File: src/rtl/wm_start_ctrl_if.sv
// Signal bundle between the washing-machine front panel, the start controller
// and the downstream wash/rinse/spin sequencer.
interface wm_start_ctrl_if;
  logic start_btn;
  logic door_closed;
  logic spin;
  logic start;
  logic door_lock;
  logic busy;
  logic fault;

  modport master (
    input  start_btn,
    input  door_closed,
    input  spin,
    output start,
    output door_lock,
    output busy,
    output fault
  );

  modport slave (
    output start_btn,
    output door_closed,
    output spin,
    input  start,
    input  door_lock,
    input  busy,
    input  fault
  );
endinterface

File: src/rtl/wm_start_ctrl.sv
// Start controller: debounces the start button, interlocks and locks the door,
// fires a one-cycle start to the sequencer and holds the lock until spin-down.
module wm_start_ctrl #(
  parameter int unsigned DB_CYCLES     = 4,
  parameter int unsigned LOCK_CYCLES   = 3,
  parameter int unsigned RUN_TIMEOUT   = 8,
  parameter int unsigned UNLOCK_CYCLES = 5
) (
  input  logic            clk,
  input  logic            reset_n,
  wm_start_ctrl_if.master bus
);

  localparam logic [2:0] IDLE     = 3'd0;
  localparam logic [2:0] DEBOUNCE = 3'd1;
  localparam logic [2:0] LOCK     = 3'd2;
  localparam logic [2:0] FIRE     = 3'd3;
  localparam logic [2:0] RUN      = 3'd4;
  localparam logic [2:0] UNLOCK   = 3'd5;
  localparam logic [2:0] FAULT    = 3'd6;

  localparam logic [7:0] DB_LAST     = 8'(DB_CYCLES - 1);
  localparam logic [7:0] LOCK_LAST   = 8'(LOCK_CYCLES - 1);
  localparam logic [7:0] RUN_LAST    = 8'(RUN_TIMEOUT - 1);
  localparam logic [7:0] UNLOCK_LAST = 8'(UNLOCK_CYCLES - 1);

  logic       sync1_q, sync1_d;
  logic       btn_s_q, btn_s_d;
  logic       btn_q, btn_d;
  logic [1:0] settle_q, settle_d;
  logic       armed_q, armed_d;
  logic       rise;

  logic [2:0] state_q, state_d;
  logic [7:0] cnt_q, cnt_d;

  logic       start_q, start_d;
  logic       lock_q, lock_d;
  logic       busy_q, busy_d;
  logic       fault_q, fault_d;

  // The synchroniser contents are meaningless for two cycles after reset; a
  // button still held across reset must be seen released before it can arm.
  always_comb begin
    sync1_d  = bus.start_btn;
    btn_s_d  = sync1_q;
    btn_d    = btn_s_q;
    settle_d = (settle_q == 2'd2) ? settle_q : settle_q + 2'd1;
    armed_d  = armed_q | ((settle_q == 2'd2) & ~btn_s_q);
    rise     = btn_s_q & ~btn_q & armed_q;
  end

  always_comb begin
    state_d = state_q;
    case (state_q)
      IDLE: begin
        if (rise && bus.door_closed) state_d = DEBOUNCE;
      end
      DEBOUNCE: begin
        if (!btn_s_q || !bus.door_closed) state_d = IDLE;
        else if (cnt_q == DB_LAST)        state_d = LOCK;
      end
      LOCK: begin
        if (!bus.door_closed)         state_d = FAULT;
        else if (cnt_q == LOCK_LAST)  state_d = FIRE;
      end
      FIRE: begin
        state_d = RUN;
      end
      RUN: begin
        // Door is locked here, so a simultaneous drop is treated as a glitch.
        if (bus.spin)                                  state_d = UNLOCK;
        else if (!bus.door_closed || cnt_q == RUN_LAST) state_d = FAULT;
      end
      UNLOCK: begin
        if (cnt_q == UNLOCK_LAST) state_d = IDLE;
      end
      FAULT: begin
        if (bus.door_closed && !btn_s_q) state_d = IDLE;
      end
      default: begin
        state_d = IDLE;
      end
    endcase
  end

  // Timed states exit at PARAM-1; IDLE and FAULT simply saturate.
  always_comb begin
    if (state_d != state_q)   cnt_d = 8'd0;
    else if (cnt_q != 8'hFF)  cnt_d = cnt_q + 8'd1;
    else                      cnt_d = cnt_q;
  end

  // Outputs are registered from the next state so they change cleanly with state.
  always_comb begin
    start_d = (state_d == FIRE);
    lock_d  = (state_d == LOCK) || (state_d == FIRE) ||
              (state_d == RUN)  || (state_d == UNLOCK);
    busy_d  = lock_d || (state_d == DEBOUNCE);
    fault_d = (state_d == FAULT);
  end

  always_ff @(posedge clk or negedge reset_n) begin
    if (!reset_n) begin
      sync1_q  <= 1'b0;
      btn_s_q  <= 1'b0;
      btn_q    <= 1'b0;
      settle_q <= 2'd0;
      armed_q  <= 1'b0;
      state_q  <= IDLE;
      cnt_q    <= 8'd0;
      start_q  <= 1'b0;
      lock_q   <= 1'b0;
      busy_q   <= 1'b0;
      fault_q  <= 1'b0;
    end else begin
      sync1_q  <= sync1_d;
      btn_s_q  <= btn_s_d;
      btn_q    <= btn_d;
      settle_q <= settle_d;
      armed_q  <= armed_d;
      state_q  <= state_d;
      cnt_q    <= cnt_d;
      start_q  <= start_d;
      lock_q   <= lock_d;
      busy_q   <= busy_d;
      fault_q  <= fault_d;
    end
  end

  assign bus.start     = start_q;
  assign bus.door_lock = lock_q;
  assign bus.busy      = busy_q;
  assign bus.fault     = fault_q;

endmodule

File: src/flat_wrapper.sv
// flat-port wrapper written by rule: the top's interface ports become plain ports
module wm_start_ctrl_flat 
#(
  parameter int unsigned DB_CYCLES     = 4,
  parameter int unsigned LOCK_CYCLES   = 3,
  parameter int unsigned RUN_TIMEOUT   = 8,
  parameter int unsigned UNLOCK_CYCLES = 5
)
  (clk, reset_n, bus_start_btn, bus_door_closed, bus_spin, bus_start, bus_door_lock, bus_busy, bus_fault);
  wm_start_ctrl_if bus_i ();
  input  logic clk;
  input  logic reset_n;
  input wire logic [$bits(bus_i.start_btn)-1:0] bus_start_btn;
  input wire logic [$bits(bus_i.door_closed)-1:0] bus_door_closed;
  input wire logic [$bits(bus_i.spin)-1:0] bus_spin;
  output wire logic [$bits(bus_i.start)-1:0] bus_start;
  output wire logic [$bits(bus_i.door_lock)-1:0] bus_door_lock;
  output wire logic [$bits(bus_i.busy)-1:0] bus_busy;
  output wire logic [$bits(bus_i.fault)-1:0] bus_fault;
  assign bus_i.start_btn = bus_start_btn;
  assign bus_i.door_closed = bus_door_closed;
  assign bus_i.spin = bus_spin;
  assign bus_start = bus_i.start;
  assign bus_door_lock = bus_i.door_lock;
  assign bus_busy = bus_i.busy;
  assign bus_fault = bus_i.fault;
  wm_start_ctrl #(.DB_CYCLES(DB_CYCLES), .LOCK_CYCLES(LOCK_CYCLES), .RUN_TIMEOUT(RUN_TIMEOUT), .UNLOCK_CYCLES(UNLOCK_CYCLES)) u_core (.clk(clk), .reset_n(reset_n), .bus(bus_i));
endmodule
File: config.mk
export PLATFORM = sky130hd
export DESIGN_NAME = wm_start_ctrl_flat
export DESIGN_NICKNAME = d
export VERILOG_FILES = /design/src/rtl/wm_start_ctrl_if.sv /design/src/rtl/wm_start_ctrl.sv /design/src/flat_wrapper.sv
export SDC_FILE = /design/constraint.sdc
export NUM_CORES = 1
export LEC_CHECK = 0
export ABC_AREA = 1
export ABC_CLOCK_PERIOD_IN_PS = 4100
export CORE_MARGIN = 10
export CORE_UTILIZATION = 55
export DETAILED_ROUTE_END_ITERATION = 10
export PLACE_DENSITY_LB_ADDON = 0.25
export SLEW_MARGIN = 20
export SYNTH_ARGS = -nofsm -noshare
export SYNTH_HDL_FRONTEND = slang
export SYNTH_SLANG_ARGS = --single-unit
export TNS_END_PERCENT = 20
File: constraint.sdc
create_clock -name clk -period 4.1 [get_ports clk]
set_clock_uncertainty 0.2 [all_clocks]
set_input_delay 0.82 -clock clk [delete_from_list [all_inputs] [get_ports clk]]
set_output_delay 0.82 -clock clk [all_outputs]
set_load 0.05 [all_outputs]
==> run_results.csv, run 1 <==
group,metric,value,unit
route,dr.pass1.iters,4,
final_layout,layout_common_cells,"nand2_1, dfrtp_1, nor2_1",
global_routing,use_met2,19.27,%
synthesis,synth_cell_types,24,
floorplanning,die_height,65.25,µm
final_layout,multi_input_area,525.5,µm²
pwr,peakVddDrop,0.2952,mV
cts,root_buffer,"clkbuf_4",
cts,clk_latency,0.30,ns
placed_design,numPlacedInstances,173,
setup_path,critPathRequiredTime,3.08,ns
placed_design,numPortBuffers,8,
setup_path,end_kind,"primary output",
timing,max-slew-margin-rel,38.99,%
setup_path,start_kind,"flip-flop",
final_layout,diodes,0,
cts,cts_resized,0,
timing,slew_violations,0,
final_layout,nNetsFinal,160,
synthesis,netlist_area,0.001126,mm²
cts,clock-sinks,21,
global_routing,gr-max-usage-layer,"met2",
global_routing,grt_start_max_net_pins,22,
timing,setup_viol,0,
floorplanning,dieWidth,65.25,µm
timing,fin_ws,1.621,ns
route,num_vias,906,
timing,worstMarginPinSlew,0.9123,ns
final_layout,nFillCells,196,
placed_design,gp_congestion,0.8765,
floorplanning,core_area,0.001962,mm²
cts,hold_buffers,0,
setup_path,cp.depth,1,
placed_design,dp_hpwl,1.641,mm
timing,period_share,60.47,%
setup_path,critPathMaxStageDelay,0.81,ns
setup_path,path_cells,"clkdlybuf4s50_1",
cts,tritoncts,"yes",
route,vias_per_cell,5.119,
setup_path,slowest_stage,"clkdlybuf4s50_1",
final_layout,syn2layout_area_growth,12.56,%
global_routing,grt_pass1_vias,879,
setup_path,rr_worst_depth,9,
setup_path,critical_path_buf_inv_count,1,
worst_hold_path,hold_path_class,"reg2reg",
final_layout,drive_gt1_share,16.67,%
floorplanning,initial_utilization,57.40,%
pwr,total_power,0.7288,mW
setup_path,critPathTopFamily,"buffers and inverters",
placed_design,place_ws,1.537,ns
floorplanning,rows,16,
final_layout,stdcell_count,177,
setup_path,path_class,"reg2out",
timing,tns,0,ns
global_routing,use_met1,10.61,%
route,wire_per_inst,11.64,µm
final_layout,final_common_cell,"nand2_1",
route,drc,0,
cts,post_cts_buffers,0,
synthesis,yosysSeqAreaShare,46.67,%
route,wl,2.060,mm
pwr,leakagePower,0.6225,nW
timing,min_period,2.479,ns
cts,clockBufferDepth,2,
synthesis,syn_inst,138,
synthesis,synth_nets,147,
setup_path,worstPathArrival,1.46,ns
cts,numCtsBuffers,3,
synthesis,synth.avg_cell_area,8.160,µm²
floorplanning,io_pins,9,
floorplanning,die-area,0.004258,mm²
route,ant_nets,0,
timing,rsz0062_at_grt,"no",
global_routing,grt_use_total,10.62,%
synthesis,yosys_warnings,0,
global_routing,antenna_found_initial,0,
route,drtIter0Drc,39,
cts,cts.htree.levels,1,
run,drv_cap,0,
final_layout,seqCellArea,525.5,µm²
timing,clock.fmax,0.4034,GHz
synthesis,ys_seq_elements,21,
global_routing,grt_pass1_wl,3.588,mm
cts,clk_pin_slew,0.11,ns
setup_path,worst-path-max-fanout,1,
timing,hold_violations,0,
global_routing,grt.overflow.total,0,
global_routing,grtUsageMet3,2.712,%
pwr,powerDensity,575.0,mW/mm²
worst_hold_path,holdPathStages,0,
outcome,status,"finished clean",
## worst paths after layout
kind / start / end / slack, ns
setup / recovery: u_core.bus.door_lock$_DFF_PN0_ / bus_door_lock / 1.62
hold reg to reg: u_core.btn_s_d$_DFF_PN0_ / u_core.btn_d$_DFF_PN0_ / 0.17
hold / removal: u_core.btn_s_d$_DFF_PN0_ / u_core.btn_d$_DFF_PN0_ / 0.17
min in group asynchronous: reset_n / u_core.state_q[2]$_DFF_PN0_ / 0.81
max in group asynchronous: reset_n / u_core.cnt_q[2]$_DFFE_PN0P_ / 2.33
setup reg to reg: u_core.cnt_q[0]$_DFFE_PN0P_ / u_core.cnt_q[5]$_DFFE_PN0P_ / 2.14
## per-stage QoR
step / area [µm²] / util (%) / hold WS [ns]
global placement: 1240 / 63.20 / 0.1349
finish: 1267 / 64.60 / 0.1703
detailed placement: 1240 / 63.20 / 0.1484
global route: 1267 / 64.60 / 0.1874
floorplan: 1126 / - / 0.1312
CTS: 1267 / 64.60 / 0.1754
## state kept, by name (all words and copies together) (netlist names)
register and count:
u_core.cnt_q 8, u_core.state_q 3, u_core.settle_q 2, u_core.armed_q 1
u_core.btn_d 1, u_core.btn_q 1, u_core.btn_s_d 1, u_core.bus.busy 1
u_core.bus.door_lock 1, u_core.bus.fault 1, u_core.bus.start 1
## power breakdown
part / internal, mW / total [mW] / switching, mW
Sequential: 0.244 / 0.283 / 0.0388
Clock: 0.0364 / 0.0972 / 0.0608
Combinational: 0.113 / 0.349 / 0.236
Total: 0.393 / 0.729 / 0.335
## cells in the mapped netlist
cell type / instances / area, µm²
nor2_2: 11 / 68.82
clkinv_1: 1 / 3.750
a21oi_1: 1 / 5.000
nand2_2: 1 / 6.260
ha_1: 4 / 50.05
xnor2_1: 2 / 17.52
nor3_1: 1 / 5.000
nand4_1: 4 / 25.02
o21ai_1: 3 / 15.01
nand2_1: 24 / 90.09
and2_1: 1 / 6.260
or2_2: 1 / 6.260
inv_2: 4 / 15.01
o21ai_0: 8 / 40.04
nor2_4: 1 / 11.26
nand2_4: 1 / 11.26
dfrtp_1: 21 / 525.5
xor2_1: 2 / 17.52
a21oi_2: 1 / 8.760
nor3_2: 1 / 10.01
nor2_1: 17 / 63.81
nand3_1: 12 / 60.06
o21a_1: 1 / 7.510
inv_1: 15 / 56.30
## cell type report
class                      instances  area share (%)
sequential                        21           41.46
multi-input combinational         97           41.46
timing repair buffer               8           6.318
inverter                          20           5.923
tap                               27           2.665
clock buffer                       3           1.777
clock inverter                     1          0.3949
## worst register-to-register path: cells and delay by family, from the launching register on
family        cells  cell delay (ns)
simple gates      6             0.73
flops             1             0.43
fa+ha+maj         1             0.25
xor+xnor          1             0.18
buf+inv           1             0.07
## layer usage
| layer | wire, µm | vias up |
|---|---|---|
| met3 | 94 | 4 |
| li1 | - | 459 |
| met2 | 1097 | 15 |
| met5 | 0 | - |
| met1 | 831 | 428 |
| met4 | 37 | 0 |
## logic make-up after synthesis
kind of cell               count (synthesis)  synth area share (%)
and+or+nand+nor                           75                 32.33
adders and majority gates                  4                 4.445
buffers and inverters                     20                 6.666
xor gates and xnor gates                   4                 3.112
DFF                                       21                 46.67
AOI/OAI and AO/OA                         14                 6.777
(Power assumes the default switching activity.)
==> run 2: changes to the inputs <==
--- a/config.mk
+++ b/config.mk
@@ -6,7 +6,7 @@
 export NUM_CORES = 1
 export LEC_CHECK = 0
 export ABC_AREA = 1
-export ABC_CLOCK_PERIOD_IN_PS = 4100
+export ABC_CLOCK_PERIOD_IN_PS = 2480
 export CORE_MARGIN = 10
 export CORE_UTILIZATION = 55
 export DETAILED_ROUTE_END_ITERATION = 10
==> constraint.sdc (replaced) <==
create_clock -name clk -period 2.48 [get_ports clk]
set_clock_uncertainty 0.2 [all_clocks]
set_input_delay 0.496 -clock clk [delete_from_list [all_inputs] [get_ports clk]]
set_output_delay 0.496 -clock clk [all_outputs]
set_load 0.05 [all_outputs]
==> run 2 against run 1 <==
Largest power group unchanged. Total power is 65% higher. Worst hold slack got worse by 0.010 ns. Largest cell class unchanged. Design area increased by 0.49%. Clock-buffer cell count is 1 higher. Wire length is 2.6% higher. Flip-flop and latch count did not move. Register-to-register slack got worse by 1.6 ns. Cell count increased by 0.56%. Critical endpoint unchanged. Sequential power grew 65%. Non-clock buffer count grew 1. Sequential share of layout area shrank 0.20 points.
==> run_results.csv, run 2 (synthesized netlist as in run 1, its figures left out) <==
group,metric,value,unit
global_routing,use_met2,18.41,%
pwr,peakVddDrop,0.5504,mV
route,drc,0,
route,dr.pass1.iters,4,
setup_path,rr_worst_depth,9,
timing,worstMarginPinSlew,0.5011,ns
setup_path,ff2ff_setup_slack,0.54,ns
floorplanning,die_height,65.25,µm
timing,period_share,86.66,%
setup_path,start_kind,"flip-flop",
pwr,leakagePower,0.6246,nW
global_routing,grtUsageMet3,2.542,%
worst_hold_path,holdPathStages,0,
pwr,powerDensity,945.9,mW/mm²
setup_path,slowest_stage,"clkdlybuf4s50_1",
setup_path,reg2reg_from,"u_core.cnt_q[0]$_DFFE_PN0P_",
final_layout,final_common_cell,"nand2_1",
timing,slew_violations,0,
route,wl,2.113,mm
global_routing,grt_start_max_net_pins,22,
timing,rsz0062_at_grt,"no",
cts,hold_buffers,0,
setup_path,end_kind,"primary output",
floorplanning,dieWidth,65.25,µm
cts,clockBufferDepth,2,
cts,clk_latency,0.30,ns
global_routing,gr-max-usage-layer,"met2",
final_layout,nNetsFinal,161,
setup_path,worstPathArrival,1.45,ns
setup_path,r2r-end,"u_core.cnt_q[5]$_DFFE_PN0P_",
setup_path,critPathMaxStageDelay,0.80,ns
final_layout,diodes,0,
placed_design,numPortBuffers,8,
placed_design,dp_hpwl,1.637,mm
worst_hold_path,holdPathEnd,"u_core.btn_d$_DFF_PN0_",
placed_design,gp_congestion,0.8765,
cts,cts_resized,0,
timing,min_period,2.149,ns
floorplanning,io_pins,9,
timing,max-slew-margin-rel,66.49,%
route,num_vias,916,
placed_design,numPlacedInstances,174,
placed_design,dpl_cell_area,0.001247,mm²
final_layout,stdcell_count,178,
run,drv_cap,0,
global_routing,grt_pass1_vias,857,
final_layout,layout_common_cells,"nand2_1, dfrtp_1, nor2_1",
timing,setup_viol,0,
setup_path,worst-path-max-fanout,1,
cts,clock-sinks,21,
worst_hold_path,hold_path_class,"reg2reg",
global_routing,use_met1,11.28,%
final_layout,top_register,"u_core.cnt_q",
setup_path,critical_path_buf_inv_count,1,
final_layout,syn2layout_area_growth,13.11,%
cts,post_cts_buffers,0,
route,wire_per_inst,11.87,µm
floorplanning,die-area,0.004258,mm²
final_layout,final_area,0.001274,mm²
final_layout,fin_util,64.92,%
timing,hold_violations,0,
cts,numCtsBuffers,3,
route,ant_nets,0,
cts,cts.htree.levels,1,
final_layout,reg.largest.list,"u_core.cnt_q: 8 flops, u_core.state_q: 3 flops, u_core.settle_q: 2 flops",
global_routing,grt_use_total,10.57,%
pwr,total_power,1.205,mW
floorplanning,initial_utilization,57.40,%
setup_path,critPathTopFamily,"buffers and inverters",
floorplanning,core_area,0.001962,mm²
outcome,status,"finished clean",
worst_hold_path,hp-start,"u_core.btn_s_d$_DFF_PN0_",
timing,clock.fmax,0.4653,GHz
cts,tritoncts,"yes",
final_layout,nFillCells,183,
setup_path,path_cells,"clkdlybuf4s50_1",
route,drtIter0Drc,25,
global_routing,grt_pass1_wl,3.608,mm
setup_path,path_class,"reg2out",
global_routing,antenna_found_initial,0,
timing,tns,0,ns
final_layout,drive_gt1_share,16.56,%
final_layout,largest_register_ffs,8,
route,vias_per_cell,5.146,
cts,clk_pin_slew,0.11,ns
setup_path,critPathRequiredTime,1.78,ns
floorplanning,rows,16,
global_routing,grt.overflow.total,0,
cts,root_buffer,"clkbuf_4",
[run 2: cell types whose count changed in the layout (fill, tap and decap cells not counted)]
cell,previous run,this run
buf_4,0,1
clkbuf_1,0,1
clkinv_2,1,0
[run 2: worst max-delay path by stage]
stage / startpoint / endpoint / slack [ns] / depth (start not counted)
after floorplan: u_core.cnt_q[0]$_DFFE_PN0P_ / u_core.cnt_q[5]$_DFFE_PN0P_ / 0.76 / 9
after global placement: bus_door_closed / u_core.cnt_q[6]$_DFFE_PN0P_ / 0.28 / 9
after detailed placement: bus_door_closed / u_core.cnt_q[4]$_DFFE_PN0P_ / 0.25 / 9
after CTS: u_core.bus.door_lock$_DFF_PN0_ / bus_door_lock / 0.30 / 1
after global routing: u_core.bus.door_lock$_DFF_PN0_ / bus_door_lock / 0.28 / 1
final: u_core.bus.door_lock$_DFF_PN0_ / bus_door_lock / 0.33 / 1
[run 2: cell type report]
cell class	instances	area [µm²]	area share [%]
multi-input combinational	97	525.5	41.26
timing repair buffer	9	87.58	6.876
clock buffer	4	26.28	2.063
inverter	20	75.07	5.894
sequential	21	525.5	41.26
tap	27	33.78	2.652
[run 2: where the power goes]
| part | total, mW | internal (mW) | switching [mW] |
|---|---|---|---|
| clock network | 0.159 | 0.0627 | 0.0960 |
| registers | 0.466 | 0.404 | 0.0621 |
| logic | 0.580 | 0.188 | 0.393 |
| total | 1.20 | 0.654 | 0.551 |
[run 2: per-stage QoR]
stage / hold WS (ns) / worst slack, ns
6_report: 0.1602 / 0.3308
4_1_cts: 0.1640 / 0.3008
2_1_floorplan: 0.0004090 / 0.7603
3_5_place_dp: 0.1393 / 0.2457
5_1_grt: 0.1774 / 0.2814
3_3_place_gp: 0.1359 / 0.2846
[run 2: metal layers]
layer / wire length (µm) / share of wire [%]
met5: 0 / 0
met4: 46 / 2.2
met3: 86 / 4.1
met2: 1070 / 51
met1: 910 / 43
==> run 3: changes to the inputs <==
--- a/config.mk
+++ b/config.mk
@@ -7,10 +7,12 @@
 export LEC_CHECK = 0
 export ABC_AREA = 1
 export ABC_CLOCK_PERIOD_IN_PS = 2480
-export CORE_MARGIN = 10
+export CORE_MARGIN = 4
 export CORE_UTILIZATION = 55
 export DETAILED_ROUTE_END_ITERATION = 10
+export GPL_ROUTABILITY_DRIVEN = 1
 export PLACE_DENSITY_LB_ADDON = 0.25
+export SKIP_CTS_REPAIR_TIMING = 1
 export SLEW_MARGIN = 20
 export SYNTH_ARGS = -nofsm -noshare
 export SYNTH_HDL_FRONTEND = slang
==> run 3 against run 2 <==
Critical endpoint unchanged. Cell count unchanged. Clock-buffer cell count down 1. Maximum frequency about the same. Register-to-register slack worse by 0.02 ns.
==> run_results.csv, run 3 (synthesized netlist as in run 1, its figures left out) <==
group,metric,value,unit
route,top_layer,"met4",
pwr,p_seq_share,38.5,%
global_routing,grt_pass1_vias,936,
global_routing,grt.overflow.total,0,
global_routing,grt_pass1_wl,3.808,mm
route,num_vias,906,
floorplanning,rows,16,
setup_path,worst-path-max-fanout,1,
outcome,status,"finished clean",
setup_path,critPathMaxStageDelay,0.80,ns
timing,worstMarginPinSlew,0.4987,ns
placed_design,gp_congestion,0.8534,
setup_path,critPathCapture,"bus_door_lock",
route,wl_met3,78,µm
pwr,switching_share,46.32,%
timing,hold_violations,0,
timing,setup_viol,0,
route,drtIter0Drc,19,
final_layout,diodes,0,
floorplanning,core_area,0.001962,mm²
floorplanning,die-area,0.002836,mm²
timing,tns,0,ns
setup_path,path_cells,"clkdlybuf4s50_1",
pwr,leakagePower,0.6273,nW
run,drv_cap,0,
setup_path,path_class,"reg2out",
cts,tritoncts,"yes",
timing,clock.fmax,0.4656,GHz
final_layout,stdcell_count,178,
pwr,internal_power,0.6518,mW
cts,root_buffer,"clkbuf_4",
route,wire_per_inst,11.88,µm
setup_path,rr_worst_depth,9,
final_layout,drive_gt1_share,17.22,%
timing,slew_violations,0,
floorplanning,initial_utilization,57.40,%
cts,clk_pin_slew,0.12,ns
final_layout,syn2layout_area_growth,13.22,%
final_layout,reg.largest.list,"u_core.cnt_q: 8 flops, u_core.state_q: 3 flops, u_core.settle_q: 2 flops",
route,ant_nets,0,
cts,clockBufferDepth,2,
final_layout,multi_input_area,525.5,µm²
floorplanning,dieWidth,53.25,µm
global_routing,grt_start_max_net_pins,22,
setup_path,critical_path_buf_inv_count,1,
route,wl,2.115,mm
global_routing,antenna_found_initial,0,
route,wl_met1,895,µm
pwr,pwr-share-clk,13.4,%
timing,worst_hold_slack,0.1720,ns
route,drc,0,
timing,min_period,2.148,ns
final_layout,nFillCells,182,
final_layout,final_common_cell,"nand2_1",
cts,clock-sinks,21,
placed_design,dp_hpwl,1.629,mm
route,route.met2.wl,1.108,mm
placed_design,numPortBuffers,8,
setup_path,end_kind,"primary output",
floorplanning,io_pins,9,
route,dr.pass1.iters,4,
pwr,peakVddDrop,0.5074,mV
setup_path,critPathTopFamily,"buffers and inverters",
pwr,p_switching,0.5624,mW
setup_path,cp-startpoint,"u_core.bus.door_lock$_DFF_PN0_",
pwr,powerDensity,952.3,mW/mm²
setup_path,ff2ff_setup_slack,0.52,ns
final_layout,top_register,"u_core.cnt_q",
final_layout,largest_register_ffs,8,
setup_path,critPathRequiredTime,1.78,ns
cts,clk_latency,0.30,ns
route,vias_per_cell,5.090,
cts,numCtsBuffers,3,
floorplanning,die_height,53.25,µm
final_layout,layout_common_cells,"nand2_1, dfrtp_1, nor2_1",
setup_path,slowest_stage,"clkdlybuf4s50_1",
final_layout,seqCellArea,525.5,µm²
global_routing,grt_use_total,18.60,%
worst_hold_path,hold_path_class,"reg2reg",
pwr,p_comb_share,48.1,%
setup_path,cp.depth,1,
placed_design,numPlacedInstances,174,
final_layout,nNetsFinal,161,
setup_path,start_kind,"flip-flop",
setup_path,reg2reg_from,"u_core.cnt_q[0]$_DFFE_PN0P_",
setup_path,r2r-end,"u_core.cnt_q[5]$_DFFE_PN0P_",
timing,max-slew-margin-rel,66.65,%
setup_path,worstPathArrival,1.45,ns
timing,rsz0062_at_grt,"no",
timing,period_share,86.61,%
cts,cts.htree.levels,1,
-- run 3: cell types whose count changed in the layout (fill, tap and decap cells not counted), sizes merged --
cell	change
clkbuf	-1
clkinv	+1
-- run 3: layout make-up --
class | instances | area share (%)
inverters | 20 | 5.888
clock inverters | 1 | 0.3925
flip-flops and latches | 21 | 41.22
repair buffers | 9 | 6.869
multi-input cells | 97 | 41.22
clock buffers | 3 | 1.766
well taps | 27 | 2.650
-- run 3: how the worst min path moves through the flow --
stage | start | end | slack [ns] | cells past startpoint
after floorplan | reset_n | u_core.armed_q$_DFF_PN0_ | 0.0004 | 0
final | u_core.btn_s_d$_DFF_PN0_ | u_core.btn_d$_DFF_PN0_ | 0.17 | 0
after global placement | u_core.btn_s_d$_DFF_PN0_ | u_core.btn_d$_DFF_PN0_ | 0.14 | 0
after global routing | u_core.btn_s_d$_DFF_PN0_ | u_core.btn_d$_DFF_PN0_ | 0.19 | 0
after detailed placement | u_core.btn_s_d$_DFF_PN0_ | u_core.btn_d$_DFF_PN0_ | 0.15 | 0
after CTS | u_core.btn_s_d$_DFF_PN0_ | u_core.btn_d$_DFF_PN0_ | 0.18 | 0
-- run 3: metal layers --
metal	up-vias	global-route usage, %
met5	-	0
met4	0	9.787
met3	4	3.099
met2	21	33.47
met1	420	20.50
li1	461	-
-- run 3: power by group through the flow --
| stage | combinational, mW | sequential [mW] | clock, mW |
|---|---|---|---|
| 2_1_floorplan | 0.367 | 0.541 | 0 |
| 3_3_place_gp | 0.563 | 0.467 | 0 |
| 3_5_place_dp | 0.584 | 0.472 | 0 |
| 4_1_cts | 0.586 | 0.465 | 0.172 |
| 5_1_grt | 0.654 | 0.472 | 0.180 |
| 6_report | 0.584 | 0.467 | 0.163 |
-- run 3: through the flow --
step | setup slack [ns] | total power [mW] | util, % | cell area, µm²
global placement | 0.2891 | 1.030 | 63.58 | 1247
detailed placement | 0.2503 | 1.056 | 63.58 | 1247
floorplan | 0.7603 | 0.9085 | - | 1126
global route | 0.2942 | 1.306 | 64.99 | 1275
finish | 0.3322 | 1.214 | 64.99 | 1275
CTS | 0.3052 | 1.223 | 64.99 | 1275
==> edit 1 (config.mk and constraints of run 2) <==
`RUN_TIMEOUT` is set to 8 in 2 places; all go to 4.
--- a/src/rtl/wm_start_ctrl.sv
+++ b/src/rtl/wm_start_ctrl.sv
@@ -3,7 +3,7 @@
 module wm_start_ctrl #(
   parameter int unsigned DB_CYCLES     = 4,
   parameter int unsigned LOCK_CYCLES   = 3,
-  parameter int unsigned RUN_TIMEOUT   = 8,
+  parameter int unsigned RUN_TIMEOUT   = 4,
   parameter int unsigned UNLOCK_CYCLES = 5
 ) (
   input  logic            clk,
--- a/src/flat_wrapper.sv
+++ b/src/flat_wrapper.sv
@@ -3,7 +3,7 @@
 #(
   parameter int unsigned DB_CYCLES     = 4,
   parameter int unsigned LOCK_CYCLES   = 3,
-  parameter int unsigned RUN_TIMEOUT   = 8,
+  parameter int unsigned RUN_TIMEOUT   = 4,
   parameter int unsigned UNLOCK_CYCLES = 5
 )
   (clk, reset_n, bus_start_btn, bus_door_closed, bus_spin, bus_start, bus_door_lock, bus_busy, bus_fault);
Check against the original RTL: same outputs for any inputs over 10 cycles, from zero or initial values and one cycle with reset_n low; that may be too few to reach the edited logic, so the function may still have changed.
==> edit 1 against run 2 <==
- worst setup slack lost 21 ps
- design area rose by 5.8%
- register-to-register slack gained 60 ps
- sequential cell count unchanged
- critical path depth did not move
- routed wire length is 11% higher
- synthesized cell count up 2.2%
- fmax shrank 0.97%
- area after synthesis up 7.4%
- total power grew 7.7%
- critical endpoint is now bus_start
- count of clock-buffer cells in the layout down 1
- utilization up 1.7 points
==> edit 1: results (changes against run 2) <==
Peak VDD IR 0.000738 V (+34%); switching share of power 47.9% (+2.1 points); fill count 176 (-3.8%); Post-synth top cells 23 x nand2_1, 21 x dfrtp_1, 18 x inv_1; largest cells by area after synthesis dfrtp_1 43%, nor3_2 7.4%, nand2_1 7.1%; final wirelength 2.35 mm (+11%); DR iter-0 viols 41 (+64%); Critical Path End bus_start; Psw 0.621 mW (+13%); wire per inst 13.1 um (+10%); register-to-register setup slack 600 ps (+60 ps); worst setup margin 310 ps (-21.0 ps); Critical Path Start u_core.bus.start$_DFF_PN0_; syn_area_per_cell 8.58 um^2 (+5.2%); Fin Hold WS 165 ps (+4.35 ps); outcome finished clean; combinational power 0.649 mW (+12%); first-pass GRT wire length 4.20 mm (+16%); Worst Path Arrival 1470 ps (+20 ps); DPL Wire Length 1.83 mm (+12%); nets 163 (+1.2%); Vias 977 (+6.7%); sequential share of the synthesized area 43.4% (-3.2 points); Area growth syn-to-layout 11.4%; Leak 0.621 nW (-0.54%); share of cells above drive strength 1 25.5% (+8.9 points)
-- edit 1: changes by cell type after synthesis, sizes merged, moves of 4 or more --
cell	delta
nor2	-11
nor3	+9
inv	+4
nand2	+4
-- edit 1: cells by family (layout without fill, tap and decap cells) --
logic type | after synthesis | in the layout | synth area share, %
AND/OR/NAND/NOR | 75 | 75 | 35.7
adder cells (fa/ha/maj) | 4 | 4 | 4.14
buffers and inverters | 24 | 36 | 8.07
XOR/XNOR | 2 | 2 | 1.45
AO/OA/AOI/OAI | 15 | 15 | 7.24
flip-flops | 21 | 21 | 43.4
-- edit 1: per-layer routing --
layer	share of wire [%]	vias up	track usage (%)	wire length, um
met2	49	27	19.7	1150
li1	-	476	-	-
met5	0	-	0	0
met4	2.7	0	7.44	64
met1	42	467	13.9	987
met3	6.2	7	3.51	147
-- edit 1: area by class of cell --
cell class	instances	share of cell area, %
multi-input cells	96	43.5
flip-flops and latches	21	39.0
repair buffers	9	6.50
inverters	23	6.41
well taps	27	2.51
clock buffers	3	1.67
clock inverters	1	0.371
==> edit 2 (config.mk and constraints of run 2) <==
Made on the original files. Make the reset (`reset_n`) synchronous in one clocked block.
--- a/src/rtl/wm_start_ctrl.sv
+++ b/src/rtl/wm_start_ctrl.sv
@@ -100,7 +100,7 @@
     fault_d = (state_d == FAULT);
   end
 
-  always_ff @(posedge clk or negedge reset_n) begin
+  always_ff @(posedge clk) begin
     if (!reset_n) begin
       sync1_q  <= 1'b0;
       btn_s_q  <= 1'b0;
Check against the original RTL: differs if reset_n is asserted again (counterexample within 10 cycles, from zero or initial values and one cycle with reset_n low); with reset_n held inactive, the same outputs for 10 cycles.
==> edit 2 against run 2 <==
- synthesized cell count rose by 22%
- routed wire length rose by 6.9%
- worst setup slack improved by 32 ps
- area after synthesis rose by 5.7%
- sequential cell count did not move
- design area rose by 3.9%
- critical path type unchanged
- largest cell class is now multi-input gates
- highest routed layer unchanged
Power is not compared: it rests on default switching activity, and its combinational part moved more than twofold at a synthesized area within 25%.
==> edit 2: results (changes against run 2) <==
critical path's largest stage delay 800 ps (about the same); DR iter-0 viols 85 (+240%); Compound-Gate Fraction of Synth Area 10.6% (+3.8 points); Crit-path slowest cell clkdlybuf4s50_1; Yosys top cell by area dfxtp_1; diode count 0 (unchanged); Fin Hold WS 227 ps (+67.3 ps); Clock Tree Buf Depth 2 (unchanged); drt pass-1 iters 4 (unchanged); largest cells by area after synthesis dfxtp_1 35%, nand2_1 9.5%, nor2_1 7.9%; final wirelength 2.26 mm (+6.9%); Worst Path Max Fanout 1 (unchanged); Clock transition at path regs 110 ps (about the same); gpl congestion 0.896 (+2.2%); Tot GR Track Use 10.7% (+0.092 points); first-pass GRT wire length 3.88 mm (+7.6%); Post-Synth XOR/XNOR Area 1.47% (-1.6 points); largest family of logic cells by synthesized area simple AND/OR/NAND/NOR gates; synthesized-area fraction occupied by adder cells 4.21% (-0.24 points); initial antenna violation count 0 (unchanged); nets 189 (+17%); hold_buf cts 0 (unchanged); GRT overflow 0 (unchanged); outcome finished clean; number of global-route vias before repair 927 (+8.2%); ys async rst share 0% (-100 points); Post-synth top cells 30 x nand2_1, 25 x nor2_1, 24 x inv_1; Slew @ Worst Pin 501 ps (+0.200 ps); register-to-register setup slack 530 ps; Vias 1051 (+15%); placement-stage cell area 0.00130 mm^2 (+3.9%); sequential share of the synthesized area 35.3% (-11 points); CTS H-tree lvls 1 (unchanged); Post-CTS Setup Bufs 0 (unchanged); Leak ~0.57 nW; Yosys cell types 25 (+4.2%); Post-Syn Nets 177 (+20%); CTS resizes 0 (unchanged); share of cells above drive strength 1 16.2% (-0.36 points); YS warnings 0 (unchanged); biggest registers after layout u_core.cnt_q x8, u_core.state_q x3, u_core.settle_q x2; Worst Path Arrival 1420 ps (-30 ps); DPL Wire Length 1.79 mm (+9.4%); largest net degree at the start of global routing 13 (-41%)
edit 2: changes by cell type in the layout (fill, tap and decap cells not counted), sizes merged, moves of 2 or more:
cell	before	now
a21oi	2	6
dfrtp	21	0
dfxtp	0	21
inv	19	30
nand2	26	33
nor2	29	27
nor3	2	11
xnor2	2	0
edit 2: cells by family (layout without fill, tap and decap cells):
group                    after synthesis  in the layout
AND/OR/NAND/NOR                       88             88
buffers and inverters                 33             44
AO/OA/AOI/OAI                         20             20
flip-flops                            21             21
adder cells (fa/ha/maj)                4              4
XOR/XNOR                               2              2
edit 2: power groups by stage:
stage          clock [mW]  combinational, mW  sequential, mW
3_3_place_gp            0             0.0867           0.384
5_1_grt             0.180              0.109           0.382
3_5_place_dp            0             0.0911           0.386
4_1_cts             0.167             0.0915           0.379
6_report            0.162             0.0904           0.379
2_1_floorplan           0             0.0692           0.382
edit 2: final cells by class:
type / count / area, um^2
well taps: 27 / 33.8
clock inverters: 1 / 5.00
clock buffers: 3 / 22.5
flip-flops and latches: 21 / 420
multi-input cells: 114 / 638
repair buffers: 9 / 87.6
fillers: 180 / 678
inverters: 31 / 116
edit 2: worst paths after layout:
| kind | from | endpoint | depth (start not counted) |
|---|---|---|---|
| setup reg to reg | u_core.cnt_q[1]$_SDFFE_PP0P_ | u_core.cnt_q[5]$_SDFFE_PP0P_ | 9 |
| setup / recovery | u_core.bus.door_lock$_SDFF_PN0_ | bus_door_lock | 1 |
| hold reg to reg | u_core.btn_s_d$_SDFF_PN0_ | u_core.btn_d$_SDFF_PN0_ | 2 |
| hold / removal | u_core.btn_s_d$_SDFF_PN0_ | u_core.btn_d$_SDFF_PN0_ | 2 |
edit 2: stage by stage:
step	cells	setup slack, ps
5_1_grt	206	304
3_5_place_dp	202	211
2_1_floorplan	168	835
3_3_place_gp	202	260
4_1_cts	206	347
6_report	206	363
edit 2: layer usage:
metal | wire (um) | vias up | global-route usage, %
met5 | 0 | - | 0
met4 | 14 | 0 | 2.36
met3 | 136 | 2 | 2.68
met2 | 992 | 33 | 16.9
met1 | 1120 | 463 | 14.1
li1 | - | 553 | -
